==> src/rtl/lagarto_plic_target_controller_if.sv <==
// PLIC target-side signal bundle: PLIC notification/ID in, claim/complete
// pulses out, plus the core's claim/complete register handshake.
interface lagarto_plic_target_controller_if #(
   parameter int unsigned MXLEN = 64
);
   // PLIC side
   logic             interrupt_notification_i;
   logic [MXLEN-1:0] interrupt_id_i;
   logic             interrupt_claim_o;
   logic             interrupt_complete_o;
   // Core side
   logic             target_enable_i;
   logic             external_interrupt_o;
   logic             claim_req_i;
   logic             claim_ack_o;
   logic [MXLEN-1:0] claimed_id_o;
   logic             complete_req_i;
   logic [MXLEN-1:0] complete_id_i;
   logic             complete_ack_o;
   logic             complete_error_o;
   logic             service_timeout_o;

   // Controller view
   modport slave (
      input  interrupt_notification_i, interrupt_id_i, target_enable_i,
             claim_req_i, complete_req_i, complete_id_i,
      output interrupt_claim_o, interrupt_complete_o, external_interrupt_o,
             claim_ack_o, claimed_id_o, complete_ack_o, complete_error_o,
             service_timeout_o
   );

   // Environment view (PLIC + core)
   modport master (
      output interrupt_notification_i, interrupt_id_i, target_enable_i,
             claim_req_i, complete_req_i, complete_id_i,
      input  interrupt_claim_o, interrupt_complete_o, external_interrupt_o,
             claim_ack_o, claimed_id_o, complete_ack_o, complete_error_o,
             service_timeout_o
   );
endinterface

==> src/rtl/lagarto_plic_target_controller.sv <==
// Hart-side PLIC target endpoint: raises MEIP, converts core claim/complete
// register accesses into single-cycle PLIC pulses, tracks one in-service
// interrupt and runs a service watchdog.
module lagarto_plic_target_controller #(
   // Interrupt ID width; normally MXLEN from riscv_privileged_pkg, exposed
   // here so the block elaborates on its own.
   parameter int unsigned MXLEN          = 64,
   parameter int unsigned TIMEOUT_CYCLES = 1024,
   // Derived watchdog width; leave at default.
   parameter int unsigned CNT_WIDTH      = $clog2(TIMEOUT_CYCLES + 1)
) (
   input  logic                              clk_i,
   input  logic                              rstn_i,
   lagarto_plic_target_controller_if.slave   tgt
);

   typedef enum logic [2:0] {
      ST_IDLE       = 3'd0,
      ST_PENDING    = 3'd1,
      ST_CLAIMING   = 3'd2,
      ST_SERVICING  = 3'd3,
      ST_COMPLETING = 3'd4
   } state_t;

   localparam logic [CNT_WIDTH-1:0] WDOG_MAX = CNT_WIDTH'(TIMEOUT_CYCLES);
   localparam logic [CNT_WIDTH-1:0] WDOG_ONE = CNT_WIDTH'(1);

   state_t             state_q;
   logic [MXLEN-1:0]   latched_id_q;
   logic [CNT_WIDTH-1:0] wdog_q;

   logic               claim_q;
   logic               complete_q;
   logic               meip_q;
   logic               claim_ack_q;
   logic [MXLEN-1:0]   claimed_id_q;
   logic               complete_ack_q;
   logic               complete_err_q;
   logic               timeout_q;

   logic               id_valid;
   logic               pend_req;
   logic               complete_match;
   logic [CNT_WIDTH-1:0] wdog_inc;

   // Decoded request conditions and saturating watchdog increment
   assign id_valid       = |tgt.interrupt_id_i;
   assign pend_req       = tgt.interrupt_notification_i & tgt.target_enable_i & id_valid;
   assign complete_match = (tgt.complete_id_i == latched_id_q);
   assign wdog_inc       = (wdog_q == WDOG_MAX) ? wdog_q : wdog_q + WDOG_ONE;

   // Controller FSM with registered outputs
   always_ff @(posedge clk_i or negedge rstn_i) begin
      if (!rstn_i) begin
         state_q        <= ST_IDLE;
         latched_id_q   <= '0;
         wdog_q         <= '0;
         claim_q        <= 1'b0;
         complete_q     <= 1'b0;
         meip_q         <= 1'b0;
         claim_ack_q    <= 1'b0;
         claimed_id_q   <= '0;
         complete_ack_q <= 1'b0;
         complete_err_q <= 1'b0;
         timeout_q      <= 1'b0;
      end else begin
         // Pulses default low; any claim is acked with ID 0 and any complete
         // is acked with error unless a state below accepts it.
         claim_q        <= 1'b0;
         complete_q     <= 1'b0;
         meip_q         <= 1'b0;
         claim_ack_q    <= tgt.claim_req_i;
         claimed_id_q   <= '0;
         complete_ack_q <= tgt.complete_req_i;
         complete_err_q <= tgt.complete_req_i;

         case (state_q)
            ST_IDLE: begin
               if (pend_req) begin
                  state_q <= ST_PENDING;
                  meip_q  <= 1'b1;
               end
            end

            ST_PENDING: begin
               // A claim beats a simultaneous retraction as long as an ID is present
               if (tgt.claim_req_i) begin
                  if (id_valid) begin
                     state_q      <= ST_CLAIMING;
                     latched_id_q <= tgt.interrupt_id_i;
                     claim_q      <= 1'b1;
                     claimed_id_q <= tgt.interrupt_id_i;
                     wdog_q       <= '0;
                  end else begin
                     state_q <= ST_IDLE;
                  end
               end else if (!tgt.interrupt_notification_i || !tgt.target_enable_i) begin
                  state_q <= ST_IDLE;
               end else begin
                  meip_q <= 1'b1;
               end
            end

            ST_CLAIMING: begin
               // First servicing cycle counts as one
               state_q   <= ST_SERVICING;
               wdog_q    <= WDOG_ONE;
               timeout_q <= (WDOG_ONE >= WDOG_MAX);
            end

            ST_SERVICING: begin
               if (tgt.complete_req_i && complete_match) begin
                  state_q        <= ST_COMPLETING;
                  complete_q     <= 1'b1;
                  complete_err_q <= 1'b0;
                  wdog_q         <= '0;
                  timeout_q      <= 1'b0;
               end else begin
                  wdog_q <= wdog_inc;
                  if (wdog_inc == WDOG_MAX) begin
                     timeout_q <= 1'b1;
                  end
               end
            end

            ST_COMPLETING: begin
               // Notification ignored here so the gateway has a cycle to drop it
               state_q <= ST_IDLE;
            end

            default: begin
               state_q <= ST_IDLE;
            end
         endcase
      end
   end

   assign tgt.interrupt_claim_o    = claim_q;
   assign tgt.interrupt_complete_o = complete_q;
   assign tgt.external_interrupt_o = meip_q;
   assign tgt.claim_ack_o          = claim_ack_q;
   assign tgt.claimed_id_o         = claimed_id_q;
   assign tgt.complete_ack_o       = complete_ack_q;
   assign tgt.complete_error_o     = complete_err_q;
   assign tgt.service_timeout_o    = timeout_q;

   // Claim and complete pulses are mutually exclusive
   a_pulse_excl: assert property (@(posedge clk_i) disable iff (!rstn_i)
      !(claim_q && complete_q));

   // Each PLIC pulse lasts a single cycle
   a_claim_single: assert property (@(posedge clk_i) disable iff (!rstn_i)
      claim_q |=> !claim_q);
   a_complete_single: assert property (@(posedge clk_i) disable iff (!rstn_i)
      complete_q |=> !complete_q);

endmodule
==> src/flat_wrapper.sv <==
// flat-port wrapper written by rule: the top's interface ports become plain ports
module lagarto_plic_target_controller_flat 
#(
                                                                           
                                              
   parameter int unsigned MXLEN          = 64,
   parameter int unsigned TIMEOUT_CYCLES = 1024,
                                               
   parameter int unsigned CNT_WIDTH      = $clog2(TIMEOUT_CYCLES + 1)
)
  (clk_i, rstn_i, tgt_interrupt_notification_i, tgt_interrupt_id_i, tgt_target_enable_i, tgt_claim_req_i, tgt_complete_req_i, tgt_complete_id_i, tgt_interrupt_claim_o, tgt_interrupt_complete_o, tgt_external_interrupt_o, tgt_claim_ack_o, tgt_claimed_id_o, tgt_complete_ack_o, tgt_complete_error_o, tgt_service_timeout_o);
  lagarto_plic_target_controller_if #(.MXLEN(MXLEN)) tgt_i ();
  input  logic clk_i;
  input  logic rstn_i;
  input wire logic [$bits(tgt_i.interrupt_notification_i)-1:0] tgt_interrupt_notification_i;
  input wire logic [$bits(tgt_i.interrupt_id_i)-1:0] tgt_interrupt_id_i;
  input wire logic [$bits(tgt_i.target_enable_i)-1:0] tgt_target_enable_i;
  input wire logic [$bits(tgt_i.claim_req_i)-1:0] tgt_claim_req_i;
  input wire logic [$bits(tgt_i.complete_req_i)-1:0] tgt_complete_req_i;
  input wire logic [$bits(tgt_i.complete_id_i)-1:0] tgt_complete_id_i;
  output wire logic [$bits(tgt_i.interrupt_claim_o)-1:0] tgt_interrupt_claim_o;
  output wire logic [$bits(tgt_i.interrupt_complete_o)-1:0] tgt_interrupt_complete_o;
  output wire logic [$bits(tgt_i.external_interrupt_o)-1:0] tgt_external_interrupt_o;
  output wire logic [$bits(tgt_i.claim_ack_o)-1:0] tgt_claim_ack_o;
  output wire logic [$bits(tgt_i.claimed_id_o)-1:0] tgt_claimed_id_o;
  output wire logic [$bits(tgt_i.complete_ack_o)-1:0] tgt_complete_ack_o;
  output wire logic [$bits(tgt_i.complete_error_o)-1:0] tgt_complete_error_o;
  output wire logic [$bits(tgt_i.service_timeout_o)-1:0] tgt_service_timeout_o;
  assign tgt_i.interrupt_notification_i = tgt_interrupt_notification_i;
  assign tgt_i.interrupt_id_i = tgt_interrupt_id_i;
  assign tgt_i.target_enable_i = tgt_target_enable_i;
  assign tgt_i.claim_req_i = tgt_claim_req_i;
  assign tgt_i.complete_req_i = tgt_complete_req_i;
  assign tgt_i.complete_id_i = tgt_complete_id_i;
  assign tgt_interrupt_claim_o = tgt_i.interrupt_claim_o;
  assign tgt_interrupt_complete_o = tgt_i.interrupt_complete_o;
  assign tgt_external_interrupt_o = tgt_i.external_interrupt_o;
  assign tgt_claim_ack_o = tgt_i.claim_ack_o;
  assign tgt_claimed_id_o = tgt_i.claimed_id_o;
  assign tgt_complete_ack_o = tgt_i.complete_ack_o;
  assign tgt_complete_error_o = tgt_i.complete_error_o;
  assign tgt_service_timeout_o = tgt_i.service_timeout_o;
  lagarto_plic_target_controller #(.MXLEN(MXLEN), .TIMEOUT_CYCLES(TIMEOUT_CYCLES), .CNT_WIDTH(CNT_WIDTH)) u_core (.clk_i(clk_i), .rstn_i(rstn_i), .tgt(tgt_i));
endmodule
==> config.mk <==
export PLATFORM = sky130hd
export DESIGN_NAME = lagarto_plic_target_controller_flat
export DESIGN_NICKNAME = d
export VERILOG_FILES = /design/src/rtl/lagarto_plic_target_controller_if.sv /design/src/rtl/lagarto_plic_target_controller.sv /design/src/flat_wrapper.sv
export SDC_FILE = /design/constraint.sdc
export NUM_CORES = 1
export LEC_CHECK = 0
export CAP_MARGIN = 0
export CORE_ASPECT_RATIO = 1.4
export CORE_MARGIN = 8
export CORE_UTILIZATION = 50
export CTS_BUF_LIST = sky130_fd_sc_hd__clkbuf_8 sky130_fd_sc_hd__clkbuf_16
export DETAILED_ROUTE_END_ITERATION = 10
export PLACE_DENSITY_LB_ADDON = 0.12
export SLEW_MARGIN = 10
export SYNTH_ARGS = -nofsm -noshare
export SYNTH_HDL_FRONTEND = slang
export SYNTH_SLANG_ARGS = --single-unit
export TNS_END_PERCENT = 10
==> constraint.sdc <==
create_clock -name clk_i -period 5.3 [get_ports clk_i]
set_input_delay 0.795 -clock clk_i [delete_from_list [all_inputs] [get_ports clk_i]]
set_output_delay 0.795 -clock clk_i [all_outputs]
set_load 0.03 [all_outputs]
==> results.md <==
* Post-route insts no fill at approximately 900
* Clock Skew at 0.00882 ns
* Die outline height at 150 µm
* # Post-CTS Setup Buffers at 0
* Vias post-DR at between 4000 and 5000
* WP data required at 5.62 ns
* Vias per cell at 5.39
* Vias in the first global route at 5208
* Crit start category: primary input
* Critical path type: in2reg
* Setup Total Neg Slack at 0 ns
* Fin. Hold Viols at 0
* # Max-Cap Violations at 0
* Main synth FF type: dfrtp_1
* Area delta synth->final at 42.4%
* Largest net degree at the start of global routing at 112
* WL/cell at 20.8 µm
* Yosys warnings at 0
* Max-slew headroom at about a third
* CTS Hold Bufs at 0
* Nets at 858
* First-pass GRT wire length at 29000 µm
* Syn nets at 651
* Type of destination of the critical path: register
* CTS tree: done
* # H-tree levels at 4
* Area contributors post-synth: dfrtp_1 (58%), mux2_2 (9.4%), xnor2_1 (9.1%), and2_1 (6.2%), nand4_1 (2.4%)
* Register area at 3730 µm²
* # rows at 49
* Initial antenna violation count at 0
* Setup violators final at 0
* Top-area cell type share of the netlist area at 57.8%
* Fmax at 305 MHz
* Crit path max fanout at 67
* Layout fillers at 944
* Worst skew pair latency at a little over 0.4 ns
* Detail Route Antenna Nets at 0
* P_leak at about 4 nW
* Post-CTS Resized at 0
* Die Area at 16800 µm²
* Unique masters post-synth at 41
* HP Start: u_core.latched_id_q[55]
* Total wire length at approximately 19000 µm
* TritonCTS Buffers at 17
* Placeable Area at 12800 µm²
* Final min period at 3.28 ns
* CTS max path bufs at 2
* Mapped Area at 6450 µm²
* Largest area contributor in the netlist: dfrtp_1
* DR pass1 iterations at 5
* Congestion Overflow GR at 0
* RSZ-0062 raised after global routing: no
* Number of DRC markers in iteration 0 at 187
* Fraction of registers with async set or reset after synthesis at 100%
* IO Pins at 205
* Clock Root Buffer: clkbuf_16
* Critical path origin: tgt_interrupt_id_i[32]
* Overall routing resource usage at 22.7%
* Drt drc at 0
* Input/output buffers at between 200 and 250
* PwrDens at 283 nW/µm²
* Final Cycle Share at between 60% and 70%
* Post-synth EDFFs at 0
* Area of the multi-input gates at 2590 µm²
* Area post-placement at ~8600 µm²
* Placer Congestion at 0.852
* Post-route cell area at 9180 µm²
* Fraction of final layout cells sized beyond drive strength 1 at 12.9%
* Clock slew at reported path FFs at 0.06 ns
* Placed insts at 856
* Slew @ Worst Pin at 0.993 ns
* Max-slew violations at 0
* Initial Utilization at 50.6%
* DIE WIDTH at 112 µm
* Post-Syn Area per Cell at approximately 13 µm²
* Sink Count at 149
* DPL Wire Length at 14400 µm
* Register bit total from synthesis at approximately 150
* CP Data Arrival Time at 3.60 ns
* Post-Syn Instances at 515
* HP Class: reg2reg
* Max VDD drop at 0.215 mV
* Reg2reg start: u_core.latched_id_q[37]
* Outcome: finished, final reports clean
* Sequential area share after synthesis at between 50% and 60%
-- layer usage --
metal	GRT usage [%]	vias to the layer above	share of wire (%)
li1	-	2235	-
met1	25.6	2340	39
met2	38.7	194	52
met3	7.23	27	6.5
met4	10.4	0	2.8
met5	0	-	0
-- state kept, by name (all words and copies together) (netlist names), 3 cells and up --
| signal | flops |
|---|---|
| u_core.wdog_q | 11 |
| u_core.latched_id_q | 64 |
| u_core.state_q | 3 |
| u_core.tgt.claimed_id_o | 64 |
-- cells in the final DEF, fill, tap and decap left out, types with 3 or more instances in the layout --
master           instances
mux2_1                  10
nand2b_1                 3
clkdlybuf4s50_1        203
and2_1                  64
nor4_1                  24
nand3_1                  6
mux2_2                  54
clkinv_2                 3
clkinv_4                 5
inv_6                    3
clkbuf_16               17
and3_1                   3
xnor2_1                 67
dfrtp_1                149
nor3_1                  10
nand2_1                 11
nand4_1                 25
o2111ai_1                3
o211ai_1                 7
buf_4                    4
o221ai_1                 6
o21ai_0                  5
nor2_1                   9
inv_1                   12
-- through the flow --
| stage | total power [mW] | hold WS [ns] | util (%) | setup WS, ns |
|---|---|---|---|---|
| after CTS | 2.62 | 0.509 | 71.9 | 1.97 |
| after global routing | 2.71 | 0.528 | 71.9 | 1.83 |
| after global placement | 1.53 | 0.489 | 67.7 | 1.71 |
| final | 2.60 | 0.507 | 72.0 | 2.02 |
| after detailed placement | 1.53 | 0.496 | 67.7 | 1.54 |
| after floorplan | 1.34 | 0.478 | - | 2.93 |
-- power breakdown --
| group | total [mW] | switching (mW) | internal [mW] |
|---|---|---|---|
| Clock | 1.09 | 0.479 | 0.614 |
| Combinational | 0.312 | 0.146 | 0.165 |
| Sequential | 1.20 | 0.0354 | 1.16 |
-- kinds of logic (layout without fill, tap and decap cells) --
family | after synthesis | in the layout | synth area share, %
xor+xnor | 68 | 68 | 9.24
simple gates | 168 | 168 | 15.6
mux | 64 | 64 | 11.2
flops | 149 | 149 | 57.8
compound gates | 32 | 32 | 3.67
fa+ha+maj | 2 | 2 | 0.388
buf+inv | 32 | 252 | 2.10
other cells | 0 | 2 | 0
-- layout make-up --
class                           instances  share of cell area [%]
Antenna cell                            2                  0.0545
Clock buffer                           18                    4.78
Clock inverter                         14                    1.13
Inverter                               12                   0.491
Multi-Input combinational cell        334                    28.2
Sequential cell                       149                    40.6
Tap cell                              153                    2.09
Timing Repair Buffer                  208                    22.6
-- critical path: stages --
cell             delay (ns)
clkdlybuf4s50_1        0.45
nor4_1                 0.60
nand4_1                0.19
nor4_2                 0.46
nor4_4                 0.08
buf_4                  0.34
nand2b_1               0.40
o221ai_1               0.27
-- cell usage after synthesis, types with 7 or more instances --
library cell and count:
and2_1 64, clkbuf_1 13, dfrtp_1 149, inv_1 11
mux2_1 10, mux2_2 54, nand2_1 11, nand4_1 25
nor2_1 9, nor3_1 10, nor4_1 24, o211ai_1 7
xnor2_1 67
-- worst paths after layout --
path / end / slack (ns) / depth (start not counted)
worst max-delay path: u_core.wdog_q[2] / 2.02 / 8
worst min-delay path: u_core.latched_id_q[55] / 0.51 / 1
worst max register to register: u_core.wdog_q[6] / 2.55 / 7
worst min register to register: u_core.latched_id_q[55] / 0.51 / 1
max in group asynchronous: u_core.tgt.claimed_id_o[63] / 3.65 / 2
min in group asynchronous: u_core.wdog_q[3] / 0.52 / 1
Note: power is estimated with default switching activity, not from simulation.
